### src/rtl/blast_resolver_if.sv
`default_nettype none
// ============================================================================
// Module      : blast_resolver_if
// Description : Detonation request, map read port and clear/flame outputs of
//               one blast resolver. The master side is the resolver itself.
// Revision    : 1.0 - initial release
// ============================================================================
interface blast_resolver_if;
  logic        start;
  logic [8:0]  bomb_idx;
  logic [8:0]  map_rd_idx;
  logic [2:0]  map_rd_val;
  logic [31:0] change;
  logic        flame_valid;
  logic [8:0]  flame_idx;
  logic        busy;
  logic        done;
  logic        hit3;
  logic        hit4;

  modport master (
    input  start, bomb_idx, map_rd_val,
    output map_rd_idx, change, flame_valid, flame_idx, busy, done, hit3, hit4
  );

  modport slave (
    output start, bomb_idx, map_rd_val,
    input  map_rd_idx, change, flame_valid, flame_idx, busy, done, hit3, hit4
  );
endinterface
`default_nettype wire

### src/rtl/blast_resolver.sv
`default_nettype none
// ============================================================================
// Module      : blast_resolver
// Description : Resolves one bomb detonation against the live tile map:
//               centre flame, then four rays (UP, RIGHT, DOWN, LEFT), one
//               cell per cycle, producing flame cells and clear requests.
// Revision    : 1.0 - initial release
// ============================================================================
module blast_resolver #(
  parameter int MAP_W = 20,
  parameter int MAP_H = 15,
  parameter int RANGE = 3
) (
  input  logic             clk,
  input  logic             rst,
  blast_resolver_if.master bus
);
  localparam int                CELLS     = MAP_W * MAP_H;
  localparam logic signed [10:0] COLS      = 11'(MAP_W);
  localparam logic signed [10:0] ROWS      = 11'(MAP_H);
  localparam logic [3:0]         LAST_STEP = 4'(RANGE);

  localparam logic [1:0] DIR_UP    = 2'd0;
  localparam logic [1:0] DIR_RIGHT = 2'd1;
  localparam logic [1:0] DIR_DOWN  = 2'd2;
  localparam logic [1:0] DIR_LEFT  = 2'd3;

  typedef enum logic [1:0] {IDLE, CENTER, RAY, DONE} state_t;

  state_t             state;
  logic [8:0]         bomb;
  logic signed [10:0] row;
  logic signed [10:0] col;
  logic [1:0]         dir;
  logic [3:0]         step;

  logic               flame_v;
  logic [8:0]         flame_at;
  logic [31:0]        change_q;
  logic               busy_q;
  logic               done_q;
  logic               hit3_q;
  logic               hit4_q;

  logic signed [10:0] step_s;
  logic signed [10:0] cand_row;
  logic signed [10:0] cand_col;
  logic               off_grid;
  logic [8:0]         cand_idx;
  logic [8:0]         rd_idx;
  logic               ray_flame;
  logic               ray_change;
  logic               ray_hit3;
  logic               ray_hit4;
  logic               ray_end;

  // Candidate cell of the current ray step; rows and columns are checked
  // separately so a horizontal ray can never wrap into the adjacent row.
  always_comb begin
    step_s   = 11'(step);
    cand_row = row;
    cand_col = col;
    case (dir)
      DIR_UP:    cand_row = row - step_s;
      DIR_RIGHT: cand_col = col + step_s;
      DIR_DOWN:  cand_row = row + step_s;
      default:   cand_col = col - step_s;
    endcase
    off_grid = (cand_row < 0) || (cand_row >= ROWS) ||
               (cand_col < 0) || (cand_col >= COLS);
    cand_idx = 9'(cand_row * COLS + cand_col);
  end

  // Outcome of evaluating the candidate's tile code this cycle.
  always_comb begin
    ray_flame  = 1'b0;
    ray_change = 1'b0;
    ray_hit3   = 1'b0;
    ray_hit4   = 1'b0;
    ray_end    = 1'b1;
    if (!off_grid) begin
      case (bus.map_rd_val)
        3'd0: begin
          ray_flame = 1'b1;
          ray_end   = (step == LAST_STEP);
        end
        3'd2: begin
          ray_flame  = 1'b1;
          ray_change = 1'b1;
        end
        3'd3:    ray_hit3 = 1'b1;
        3'd4:    ray_hit4 = 1'b1;
        default: ;
      endcase
    end
  end

  // Map address: bomb cell in CENTER, on-grid candidate in RAY, else 0.
  always_comb begin
    rd_idx = '0;
    if (state == CENTER) begin
      rd_idx = bomb;
    end else if ((state == RAY) && !off_grid) begin
      rd_idx = cand_idx;
    end
  end

  // Scan sequencer with registered flame/change/status outputs.
  always_ff @(posedge clk or posedge rst) begin
    if (rst) begin
      state    <= IDLE;
      bomb     <= '0;
      row      <= '0;
      col      <= '0;
      dir      <= DIR_UP;
      step     <= 4'd1;
      flame_v  <= 1'b0;
      flame_at <= '0;
      change_q <= '0;
      busy_q   <= 1'b0;
      done_q   <= 1'b0;
      hit3_q   <= 1'b0;
      hit4_q   <= 1'b0;
    end else begin
      flame_v  <= 1'b0;
      change_q <= '0;
      done_q   <= 1'b0;
      case (state)
        IDLE: begin
          if (bus.start && (int'(bus.bomb_idx) < CELLS)) begin
            bomb   <= bus.bomb_idx;
            row    <= 11'(int'(bus.bomb_idx) / MAP_W);
            col    <= 11'(int'(bus.bomb_idx) % MAP_W);
            busy_q <= 1'b1;
            state  <= CENTER;
          end
        end
        CENTER: begin
          flame_v  <= 1'b1;
          flame_at <= bomb;
          dir      <= DIR_UP;
          step     <= 4'd1;
          state    <= RAY;
        end
        RAY: begin
          if (ray_flame) begin
            flame_v  <= 1'b1;
            flame_at <= cand_idx;
          end
          if (ray_change) change_q <= 32'(cand_idx);
          if (ray_hit3)   hit3_q   <= 1'b1;
          if (ray_hit4)   hit4_q   <= 1'b1;
          if (ray_end) begin
            step <= 4'd1;
            dir  <= dir + 2'd1;
            if (dir == DIR_LEFT) begin
              busy_q <= 1'b0;
              done_q <= 1'b1;
              state  <= DONE;
            end
          end else begin
            step <= step + 4'd1;
          end
        end
        default: begin
          state <= IDLE;
        end
      endcase
    end
  end

  assign bus.map_rd_idx  = rd_idx;
  assign bus.change      = change_q;
  assign bus.flame_valid = flame_v;
  assign bus.flame_idx   = flame_at;
  assign bus.busy        = busy_q;
  assign bus.done        = done_q;
  assign bus.hit3        = hit3_q;
  assign bus.hit4        = hit4_q;
endmodule
`default_nettype wire
### src/flat_wrapper.sv
// flat-port wrapper written by rule: the top's interface ports become plain ports
module blast_resolver_flat 
#(
  parameter int MAP_W = 20,
  parameter int MAP_H = 15,
  parameter int RANGE = 3
)
  (clk, rst, bus_start, bus_bomb_idx, bus_map_rd_val, bus_map_rd_idx, bus_change, bus_flame_valid, bus_flame_idx, bus_busy, bus_done, bus_hit3, bus_hit4);
  blast_resolver_if bus_i ();
  input  logic clk;
  input  logic rst;
  input wire logic [$bits(bus_i.start)-1:0] bus_start;
  input wire logic [$bits(bus_i.bomb_idx)-1:0] bus_bomb_idx;
  input wire logic [$bits(bus_i.map_rd_val)-1:0] bus_map_rd_val;
  output wire logic [$bits(bus_i.map_rd_idx)-1:0] bus_map_rd_idx;
  output wire logic [$bits(bus_i.change)-1:0] bus_change;
  output wire logic [$bits(bus_i.flame_valid)-1:0] bus_flame_valid;
  output wire logic [$bits(bus_i.flame_idx)-1:0] bus_flame_idx;
  output wire logic [$bits(bus_i.busy)-1:0] bus_busy;
  output wire logic [$bits(bus_i.done)-1:0] bus_done;
  output wire logic [$bits(bus_i.hit3)-1:0] bus_hit3;
  output wire logic [$bits(bus_i.hit4)-1:0] bus_hit4;
  assign bus_i.start = bus_start;
  assign bus_i.bomb_idx = bus_bomb_idx;
  assign bus_i.map_rd_val = bus_map_rd_val;
  assign bus_map_rd_idx = bus_i.map_rd_idx;
  assign bus_change = bus_i.change;
  assign bus_flame_valid = bus_i.flame_valid;
  assign bus_flame_idx = bus_i.flame_idx;
  assign bus_busy = bus_i.busy;
  assign bus_done = bus_i.done;
  assign bus_hit3 = bus_i.hit3;
  assign bus_hit4 = bus_i.hit4;
  blast_resolver #(.MAP_W(MAP_W), .MAP_H(MAP_H), .RANGE(RANGE)) u_core (.clk(clk), .rst(rst), .bus(bus_i));
endmodule
### config.mk
export PLATFORM = sky130hd
export DESIGN_NAME = blast_resolver_flat
export DESIGN_NICKNAME = d
export VERILOG_FILES = /design/src/rtl/blast_resolver_if.sv /design/src/rtl/blast_resolver.sv /design/src/flat_wrapper.sv
export SDC_FILE = /design/constraint.sdc
export NUM_CORES = 1
export LEC_CHECK = 0
export BUFFER_PORTS_ARGS = -buffer_cell sky130_fd_sc_hd__buf_2
export CAP_MARGIN = 30
export CORE_ASPECT_RATIO = 2
export CORE_MARGIN = 1.5
export CORE_UTILIZATION = 40
export DETAILED_ROUTE_END_ITERATION = 7
export GPL_ROUTABILITY_DRIVEN = 1
export PLACE_DENSITY = 0.67
export SLEW_MARGIN = 20
export SYNTH_ARGS = -nofsm -noshare
export SYNTH_HDL_FRONTEND = slang
export SYNTH_SLANG_ARGS = --single-unit
### constraint.sdc
create_clock -name clk -period 14.45 [get_ports clk]
set_clock_uncertainty 0.2 [all_clocks]
set_input_delay 3.6125 -clock clk [delete_from_list [all_inputs] [get_ports clk]]
set_output_delay 3.6125 -clock clk [all_outputs]
set_load 0.005 [all_outputs]
==> reports/summary.txt, run 1 <==
Result of the run: complete, no violations
Worst Setup Path Type: flop to output port
Avg Inst Size Synth: 8.58 sq um
Post-DP HPWL: 11000 um
Post-route design area: 5550 sq um
Number of top-level pins: 70
Most area-consuming cells after synthesis: sky130_fd_sc_hd__dfrtp_1 (26%), sky130_fd_sc_hd__ha_1 (9.7%), sky130_fd_sc_hd__nand2_1 (5.0%), sky130_fd_sc_hd__buf_4 (3.6%), sky130_fd_sc_hd__nor2_1 (3.1%)
Hold path startpoint: u_core.bus.hit3
Clock edge transition at the registers on the reported setup and hold paths: 0.07 ns
Number of antenna diodes: 0
Share of the clock period used by the worst path: 64.9%
Post-synthesis instance area: 5160 sq um
Slew of the pin with the lowest slew margin: 0.743 ns
First-pass GRT wire length: 22400 um
Number of detailed-route iterations in the first pass: 5
Die ar.: 13600 sq um
Mean number of vias per cell: 5.84
Cells after Synth: 602
Crit path top cell by count: sky130_fd_sc_hd__ha_1
Number of resized instances in the post-cts repair step: 0
Die Y: 164 um
Max Slew Vio Count: 0
Number of vias in the routed layout: 4545
Number of buffers inserted during clock tree synthesis: 5
Clk sinks: 54
Last weighted congestion value of the routability-driven placer: 0.902
Period minus WS final: 9.38 ns
Slack of the worst reg-to-reg path: 9.03 ns
Area share of the leading cell type in the synthesized netlist: 25.7%
Vias in the first global route: 4573
Clock Latency Late Sink: 0.30 ns
Destination of the worst register-to-register timing path: u_core.bus.change[8]
Required @ worst endpoint: 10.64 ns
Maximum achievable frequency: 107 MHz
Number of buffers and inverters on the critical path: 2
Type of element capturing the critical path: output port
Total global routing track utilization: 20.6%
Maximum fanout along the worst path: 10
Starting density of the core: 41.1%
Layout Area Growth over Synthesis: 7.49%
Final worst hold slack: 0.272 ns
Largest net degree at the start of global routing: 55
Final hold vios: 0
Fill count: 1247
Worst stage delay on the critical path: 0.65 ns
Yosys warning total: 0
Worst reg2reg path depth: 19
DRC violations left: 0
H-tree Lvls: 2
Post-route core utilization: 44.2%
CTS tree: yes
Remaining antenna violation count: 0
Max-cap check violation count: 0
Number of input and output port buffers inserted: 46
Critical-path cell with the highest stage delay: sky130_fd_sc_hd__dfstp_2
Post-place instance area: 5380 sq um
Number of stages on the worst hold path: 1
Arrival time reported for the critical path endpoint: 5.57 ns
Async S/R FF share, synth: 100%
Ordered cell list for the critical path: inv_1 -> ha_1 -> mux2_2 -> ha_1 -> a21o_1 -> o21ba_2 -> o31ai_1 -> ha_1 -> ha_1 -> fa_1 -> ha_1 -> o21a_1 -> o31ai_1 -> a21oi_1 -> xnor2_1 -> xnor2_1 -> or3_1 -> and2_1 -> a31o_1 -> buf_2
Total global routing overflow: 0
Number of distinct library cell variants in the gate-level netlist after synthesis: 88
Post-CTS Hold Fix Bufs: 0
Proportion of synthesized chip area in sequential cells: 26.2%
Headroom to the max-slew limit: 50.0%
RSZ-0062 raised after global routing: false
Dominant register cell in the synthesized netlist: sky130_fd_sc_hd__dfrtp_1
Type of origin of the critical path: flop
HP Class: flop to flop
Width of the chip: 83.3 um
Reg2Reg Launch Point: u_core.step[0]
Buffers inserted during post-CTS setup optimization: 0
Share of layout cells above drive strength 1: 16.2%
Terminating pin of the worst hold path: u_core.bus.hit3
CP Launch Point: u_core.step[0]
Dominant cell type by area after synthesis: sky130_fd_sc_hd__dfrtp_1
Number of flops mapped to enable cells by yosys: 0
Layout net count: 687
Flip-flop and latch count after synthesis: 54
Clk root buf: sky130_fd_sc_hd__clkbuf_16
Largest delay share family, worst path: adder cells
Initial antenna violation count: 0
# setup viols final: 0
Aggregate negative setup slack: 0 ns
Final routed wire length divided by cell count: 18.0 um
Final routed wirelength across all metal layers: 14000 um
Number of violations reported at the end of detailed-routing iteration 0: 194
Area of the placeable core: 12600 sq um
Number of rows created at floorplan: 58
Number of buffers on the longest clock path: 2
[final cells by class]
class / instances / area (sq um) / area share, %
flip-flops and latches: 54 / 1350 / 24.4
clock buffers: 5 / 125 / 2.25
well taps: 150 / 188 / 3.38
multi-input cells: 491 / 3480 / 62.7
clock inverters: 2 / 38.8 / 0.699
repair buffers: 51 / 272 / 4.89
inverters: 25 / 93.8 / 1.69
[flip-flops by register name, summed over array words and instances, names as in the netlist, 2 cells and up]
signal	cells
u_core.col	11
u_core.bus.change	9
u_core.bus.flame_idx	9
u_core.bomb	7
u_core.row	5
u_core.step	4
u_core.dir	2
u_core.state	2
[layout by cell type, fill, tap and decap left out, types with 3 or more instances in the layout]
| cell type | count |
|---|---|
| sky130_fd_sc_hd__and3_1 | 6 |
| sky130_fd_sc_hd__nor2b_1 | 11 |
| sky130_fd_sc_hd__fa_1 | 4 |
| sky130_fd_sc_hd__inv_1 | 22 |
| sky130_fd_sc_hd__o211ai_1 | 5 |
| sky130_fd_sc_hd__o21ai_0 | 27 |
| sky130_fd_sc_hd__o31ai_1 | 9 |
| sky130_fd_sc_hd__and4_1 | 8 |
| sky130_fd_sc_hd__buf_2 | 46 |
| sky130_fd_sc_hd__a21oi_1 | 28 |
| sky130_fd_sc_hd__nor2_1 | 43 |
| sky130_fd_sc_hd__conb_1 | 23 |
| sky130_fd_sc_hd__o22ai_1 | 5 |
| sky130_fd_sc_hd__o21ai_1 | 4 |
| sky130_fd_sc_hd__a31oi_1 | 6 |
| sky130_fd_sc_hd__mux2_2 | 12 |
| sky130_fd_sc_hd__and2_1 | 19 |
| sky130_fd_sc_hd__o22a_1 | 3 |
| sky130_fd_sc_hd__dfrtp_1 | 53 |
| sky130_fd_sc_hd__nand2_1 | 69 |
| sky130_fd_sc_hd__buf_4 | 4 |
| sky130_fd_sc_hd__mux2i_1 | 5 |
| sky130_fd_sc_hd__a21o_1 | 6 |
| sky130_fd_sc_hd__o21a_1 | 4 |
| sky130_fd_sc_hd__a21boi_0 | 6 |
| sky130_fd_sc_hd__ha_1 | 40 |
| sky130_fd_sc_hd__a211oi_1 | 6 |
| sky130_fd_sc_hd__nor3b_1 | 4 |
| sky130_fd_sc_hd__mux2_4 | 9 |
| sky130_fd_sc_hd__xor2_1 | 8 |
| sky130_fd_sc_hd__clkbuf_16 | 5 |
| sky130_fd_sc_hd__a22o_1 | 6 |
| sky130_fd_sc_hd__nand2b_1 | 6 |
| sky130_fd_sc_hd__xnor2_1 | 13 |
| sky130_fd_sc_hd__nor3_1 | 12 |
| sky130_fd_sc_hd__nand3b_1 | 9 |
| sky130_fd_sc_hd__nand3_1 | 6 |
| sky130_fd_sc_hd__o2111ai_1 | 3 |
| sky130_fd_sc_hd__a31o_1 | 4 |
[cell usage after synthesis (all sizes together), types with 3 or more instances]
cell     instances
a211oi           8
a21boi           6
a21o             6
a21oi           28
a22o             6
a31o             6
a31oi            7
a41oi            3
and2            19
and3             6
and4             8
buf             35
clkbuf          19
dfrtp           53
fa               4
ha              40
inv             24
mux2            21
mux2i            5
nand2           69
nand2b           6
nand3            7
nand3b           9
nor2            43
nor2b           11
nor3            13
nor3b            4
nor4             4
o2111ai          3
o211ai           5
o21a             4
o21ai           32
o22a             3
o22ai            6
o31ai            9
or2              4
xnor2           13
xor2             8
[kinds of logic after synthesis]
family | count (synthesis) | synth area share (%)
other cells | 1 | 0.0726
xor+xnor | 21 | 3.56
fa+ha+maj | 44 | 11.2
buf+inv | 79 | 8.00
simple gates | 218 | 22.5
compound gates | 159 | 22.2
flops | 54 | 26.2
mux | 26 | 6.20
[metrics by stage]
step,cells,setup slack (ns)
after floorplan,624,5.95
after global placement,770,5.52
after detailed placement,770,5.48
after CTS,777,5.09
after global routing,778,4.75
final,778,5.07
[worst max path at each step]
| stage | end | cells past startpoint |
|---|---|---|
| 4_1_cts | bus_map_rd_idx[8] | 20 |
| 3_5_place_dp | bus_map_rd_idx[8] | 20 |
| 3_3_place_gp | bus_map_rd_idx[8] | 20 |
| 2_1_floorplan | bus_map_rd_idx[8] | 19 |
| 5_1_grt | bus_map_rd_idx[8] | 20 |
| 6_report | bus_map_rd_idx[8] | 20 |
[per-layer routing]
layer,part of all wire [%],global-route usage (%),up-vias
met5,0,0,-
met4,6.5,16.0,0
met3,3.2,2.17,52
met2,55,39.2,146
met1,36,19.9,2156
li1,-,-,2191
Power of run 1 is not shown: default switching activity piles up to over one toggle a cycle in this logic, so the estimate is an artifact.
==> run 2: changes to the inputs <==
Settings changed: PLACE_DENSITY 0.67 to 0.69.
Clock period 14.45 ns to 8.5 ns, I/O delays scaled along.
==> reports/summary.txt, run 2 (same netlist as run 1, synthesis figures left out) <==
Number of vias in the routed layout: 4559
Number of antenna diodes: 0
Max-cap check violation count: 0
Clk root buf: sky130_fd_sc_hd__clkbuf_16
First-pass GRT wire length: 22900 um
Clock Latency Late Sink: 0.30 ns
Number of buffers inserted during clock tree synthesis: 5
Final routed wire length divided by cell count: 18.1 um
Number of rows created at floorplan: 58
Maximum achievable frequency: 127 MHz
Die Y: 164 um
Hold path startpoint: u_core.bus.hit3
Worst reg2reg path depth: 19
Layout net count: 688
Width of the chip: 83.3 um
Reg2Reg Launch Point: u_core.step[0]
Slew of the pin with the lowest slew margin: 0.766 ns
Number of violations reported at the end of detailed-routing iteration 0: 240
Buffers inserted during post-CTS setup optimization: 0
Number of stages on the worst hold path: 1
Layout Area Growth over Synthesis: 7.54%
CTS tree: yes
Initial antenna violation count: 0
Ordered cell list for the critical path: inv_1 -> ha_1 -> mux2_2 -> ha_1 -> a21o_1 -> o21ba_2 -> o31ai_1 -> ha_1 -> ha_1 -> fa_1 -> ha_1 -> o21a_1 -> o31ai_1 -> a21oi_1 -> xnor2_1 -> xnor2_1 -> or3_1 -> and2_1 -> a31o_1 -> buf_2
Result of the run: complete, no violations
# setup viols final: 0
Die ar.: 13600 sq um
Number of flip-flops under the largest register name: 11
Worst stage delay on the critical path: 0.64 ns
Number of resized instances in the post-cts repair step: 0
Period minus WS final: 7.91 ns
Number of input and output port buffers inserted: 46
Destination of the worst register-to-register timing path: u_core.bus.change[8]
Arrival time reported for the critical path endpoint: 5.58 ns
Number of detailed-route iterations in the first pass: 5
Max Slew Vio Count: 0
Headroom to the max-slew limit: 48.8%
Number of top-level pins: 70
Largest net degree at the start of global routing: 55
Maximum fanout along the worst path: 10
Number of buffers on the longest clock path: 2
Worst Setup Path Type: flop to output port
Total global routing track utilization: 20.9%
Post-DP HPWL: 11300 um
RSZ-0062 raised after global routing: false
Type of element capturing the critical path: output port
Mean number of vias per cell: 5.84
Final hold vios: 0
Total global routing overflow: 0
Most used cells in the layout excluding fill and tap cells: sky130_fd_sc_hd__nand2_1 (69), sky130_fd_sc_hd__dfrtp_1 (53), sky130_fd_sc_hd__buf_2 (46), sky130_fd_sc_hd__nor2_1 (43), sky130_fd_sc_hd__ha_1 (40)
H-tree Lvls: 2
Clk sinks: 54
Clock edge transition at the registers on the reported setup and hold paths: 0.07 ns
Final routed wirelength across all metal layers: 14100 um
Share of the clock period used by the worst path: 93.0%
Largest delay share family, worst path: adder cells
Biggest register: u_core.col
Slack of the worst reg-to-reg path: 3.05 ns
Type of origin of the critical path: flop
HP Class: flop to flop
Starting density of the core: 41.1%
Vias in the first global route: 4583
Remaining antenna violation count: 0
Post-CTS Hold Fix Bufs: 0
Critical-path cell with the highest stage delay: sky130_fd_sc_hd__dfstp_2
Share of layout cells above drive strength 1: 16.5%
Crit path top cell by count: sky130_fd_sc_hd__ha_1
Fill count: 1242
Most common library cell in the layout ignoring fill and taps: sky130_fd_sc_hd__nand2_1
Last weighted congestion value of the routability-driven placer: 0.941
Number of buffers and inverters on the critical path: 2
Required @ worst endpoint: 6.18 ns
Area of the placeable core: 12600 sq um
DRC violations left: 0
Aggregate negative setup slack: 0 ns
Terminating pin of the worst hold path: u_core.bus.hit3
-- run 2: worst register-to-register path, cell delays in order, from the launching register on --
cell	delay (ns)
sky130_fd_sc_hd__dfstp_2	0.64
sky130_fd_sc_hd__inv_1	0.09
sky130_fd_sc_hd__ha_1	0.33
sky130_fd_sc_hd__mux2_2	0.29
sky130_fd_sc_hd__ha_1	0.28
sky130_fd_sc_hd__a21o_1	0.20
sky130_fd_sc_hd__o21ba_2	0.21
sky130_fd_sc_hd__o31ai_1	0.45
sky130_fd_sc_hd__ha_1	0.32
sky130_fd_sc_hd__ha_1	0.23
sky130_fd_sc_hd__fa_1	0.44
sky130_fd_sc_hd__ha_1	0.33
sky130_fd_sc_hd__o21a_1	0.13
sky130_fd_sc_hd__o31ai_1	0.07
sky130_fd_sc_hd__a21oi_1	0.17
sky130_fd_sc_hd__xnor2_1	0.16
sky130_fd_sc_hd__xnor2_1	0.11
sky130_fd_sc_hd__or3_1	0.34
sky130_fd_sc_hd__and2_1	0.17
sky130_fd_sc_hd__and4_1	0.20
-- run 2: final cells by class --
class,count,area [sq um],share of cell area (%)
Clock inverter,2,16.3,0.293
Sequential cell,54,1350,24.4
Tap cell,150,188,3.38
Multi-Input combinational cell,491,3480,62.7
Inverter,25,93.8,1.69
Timing Repair Buffer,52,283,5.09
Clock buffer,6,139,2.50
-- run 2: per-stage QoR --
stage	utilization, %	hold WS, ns	cell area (sq um)	setup WS, ns	cells
after CTS	44.1	0.271	5540	0.609	779
final	44.2	0.264	5550	0.595	780
after detailed placement	42.9	0.254	5380	0.941	771
after floorplan	-	0.256	5250	1.49	624
after global placement	42.8	0.248	5380	1.06	770
after global routing	44.2	0.286	5550	0.284	780
-- run 2: metal layers --
layer	wire (um)	part of all wire, %	global-route usage [%]	vias to the layer above
li1	-	-	-	2177
met1	4970	35	20.5	2217
met2	7970	57	41.5	126
met3	404	2.9	1.62	39
met4	750	5.3	12.3	0
met5	0	0	0	-
-- run 2: worst max-delay path by stage --
stage                   startpoint                end  slack [ns]  cells past startpoint
finish              u_core.step[0]  bus_map_rd_idx[8]        0.59                     20
global route         u_core.dir[0]  bus_map_rd_idx[8]        0.28                     20
CTS                 u_core.step[0]  bus_map_rd_idx[8]        0.61                     20
detailed placement  u_core.step[0]  bus_map_rd_idx[8]        0.94                     20
global placement    u_core.step[0]  bus_map_rd_idx[8]        1.06                     20
floorplan           u_core.step[0]  bus_map_rd_idx[8]        1.49                     19
Power of run 2 is left out for the same reason.
==> run 3: changes to the inputs <==
Settings changed: MAX_ROUTING_LAYER from default to met4.
==> reports/summary.txt, run 3 (same netlist as run 1, synthesis figures left out) <==
Result of the run: complete, no violations
First-pass GRT wire length: 23300 um
Aggregate negative setup slack: 0 ns
Initial antenna violation count: 0
Clk sinks: 54
Number of flip-flops under the largest register name: 11
CTS tree: yes
Layout net count: 687
Number of vias in the routed layout: 4627
Remaining antenna violation count: 0
Final routed wire length divided by cell count: 18.5 um
Max Slew Vio Count: 0
Clk root buf: sky130_fd_sc_hd__clkbuf_16
Area of the placeable core: 12600 sq um
Clock edge transition at the registers on the reported setup and hold paths: 0.07 ns
Fill count: 1245
Slew of the pin with the lowest slew margin: 0.772 ns
Required @ worst endpoint: 6.18 ns
Worst Setup Path Type: flop to output port
Number of rows created at floorplan: 58
Maximum fanout along the worst path: 10
Buffers inserted during post-CTS setup optimization: 0
Final routed wirelength across all metal layers: 14400 um
Biggest register: u_core.col
Vias in the first global route: 4650
Number of detailed-route iterations in the first pass: 5
Max-cap check violation count: 0
Width of the chip: 83.3 um
DRC violations left: 0
Die Y: 164 um
Number of top-level pins: 70
Type of origin of the critical path: flop
Headroom to the max-slew limit: 48.3%
# setup viols final: 0
HP Class: flop to flop
Clock Latency Late Sink: 0.30 ns
Maximum achievable frequency: 127 MHz
Total global routing track utilization: 21.9%
Most used cells in the layout excluding fill and tap cells: sky130_fd_sc_hd__nand2_1 (69), sky130_fd_sc_hd__dfrtp_1 (53), sky130_fd_sc_hd__buf_2 (46), sky130_fd_sc_hd__nor2_1 (43), sky130_fd_sc_hd__ha_1 (40)
Type of element capturing the critical path: output port
Share of the clock period used by the worst path: 92.8%
Post-route design area: 5550 sq um
Total global routing overflow: 0
Final hold vios: 0
Arrival time reported for the critical path endpoint: 5.57 ns
Period minus WS final: 7.89 ns
Number of antenna diodes: 0
Number of buffers on the longest clock path: 2
Mean number of vias per cell: 5.94
Final worst hold slack: 0.260 ns
Last weighted congestion value of the routability-driven placer: 0.999
Post-place instance area: 5380 sq um
Number of resized instances in the post-cts repair step: 0
Largest net degree at the start of global routing: 55
Post-CTS Hold Fix Bufs: 0
Number of buffers inserted during clock tree synthesis: 5
H-tree Lvls: 2
Number of input and output port buffers inserted: 46
Number of violations reported at the end of detailed-routing iteration 0: 224
Number of cells in the design after placement: 770
Number of standard cells in the final layout excluding fillers: 779
Post-DP HPWL: 11300 um
Most common library cell in the layout ignoring fill and taps: sky130_fd_sc_hd__nand2_1
RSZ-0062 raised after global routing: false
Starting density of the core: 41.1%
Layout Area Growth over Synthesis: 7.41%
Die ar.: 13600 sq um
Share of layout cells above drive strength 1: 16.4%
## run 3: cell types whose count changed in the layout (fill, tap and decap cells not counted)
cell	previous run	this run
sky130_fd_sc_hd__clkinvlp_4	1	0
sky130_fd_sc_hd__clkinv_4	0	2
sky130_fd_sc_hd__inv_6	1	0
sky130_fd_sc_hd__buf_4	5	4
## run 3: metal layers
| metal | global-route usage, % | share of wire, % |
|---|---|---|
| met4 | 15.8 | 5.8 |
| met5 | - | 0 |
| met2 | 41.2 | 56 |
| met3 | 2.27 | 3.8 |
| met1 | 20.3 | 35 |
## run 3: final timing paths
path / start / to / cells past startpoint / slack (ns)
max: u_core.step[0] / bus_map_rd_idx[8] / 20 / 0.61
min: u_core.bus.hit4 / u_core.bus.hit4 / 1 / 0.26
max reg2reg: u_core.step[0] / u_core.bus.change[8] / 19 / 3.07
min reg2reg: u_core.bus.hit4 / u_core.bus.hit4 / 1 / 0.26
max in group asynchronous: rst / u_core.bus.flame_idx[6] / 3 / 5.82
min in group asynchronous: rst / u_core.bus.change[6] / 3 / 1.80
## run 3: area by class of cell
type	count	area (sq um)	share of cell area, %
Clock inverter	2	17.5	0.316
Timing Repair Buffer	51	275	4.96
Inverter	25	93.8	1.69
Multi-Input combinational cell	491	3480	62.8
Clock buffer	6	139	2.50
Tap cell	150	188	3.38
Sequential cell	54	1350	24.4
## run 3: critical path, cell delays in order (launching register included)
cell and delay, ns:
sky130_fd_sc_hd__dfstp_2 0.65, sky130_fd_sc_hd__inv_1 0.09, sky130_fd_sc_hd__ha_1 0.33, sky130_fd_sc_hd__mux2_2 0.29, sky130_fd_sc_hd__ha_1 0.27, sky130_fd_sc_hd__a21o_1 0.19, sky130_fd_sc_hd__o21ba_2 0.21, sky130_fd_sc_hd__o31ai_1 0.41
sky130_fd_sc_hd__ha_1 0.31, sky130_fd_sc_hd__ha_1 0.23, sky130_fd_sc_hd__fa_1 0.46, sky130_fd_sc_hd__ha_1 0.34, sky130_fd_sc_hd__o21a_1 0.13, sky130_fd_sc_hd__o31ai_1 0.08, sky130_fd_sc_hd__a21oi_1 0.16, sky130_fd_sc_hd__xnor2_1 0.15
sky130_fd_sc_hd__xnor2_1 0.10, sky130_fd_sc_hd__or3_1 0.35, sky130_fd_sc_hd__and2_1 0.16, sky130_fd_sc_hd__a31o_1 0.21, sky130_fd_sc_hd__buf_2 0.12
## run 3: through the flow
| stage | util, % | worst slack [ns] |
|---|---|---|
| after floorplan | - | 1.49 |
| after global placement | 42.8 | 1.08 |
| after detailed placement | 42.8 | 0.954 |
| after CTS | 44.1 | 0.630 |
| after global routing | 44.2 | 0.244 |
| final | 44.2 | 0.609 |
Power of run 3 is left out for the same reason.
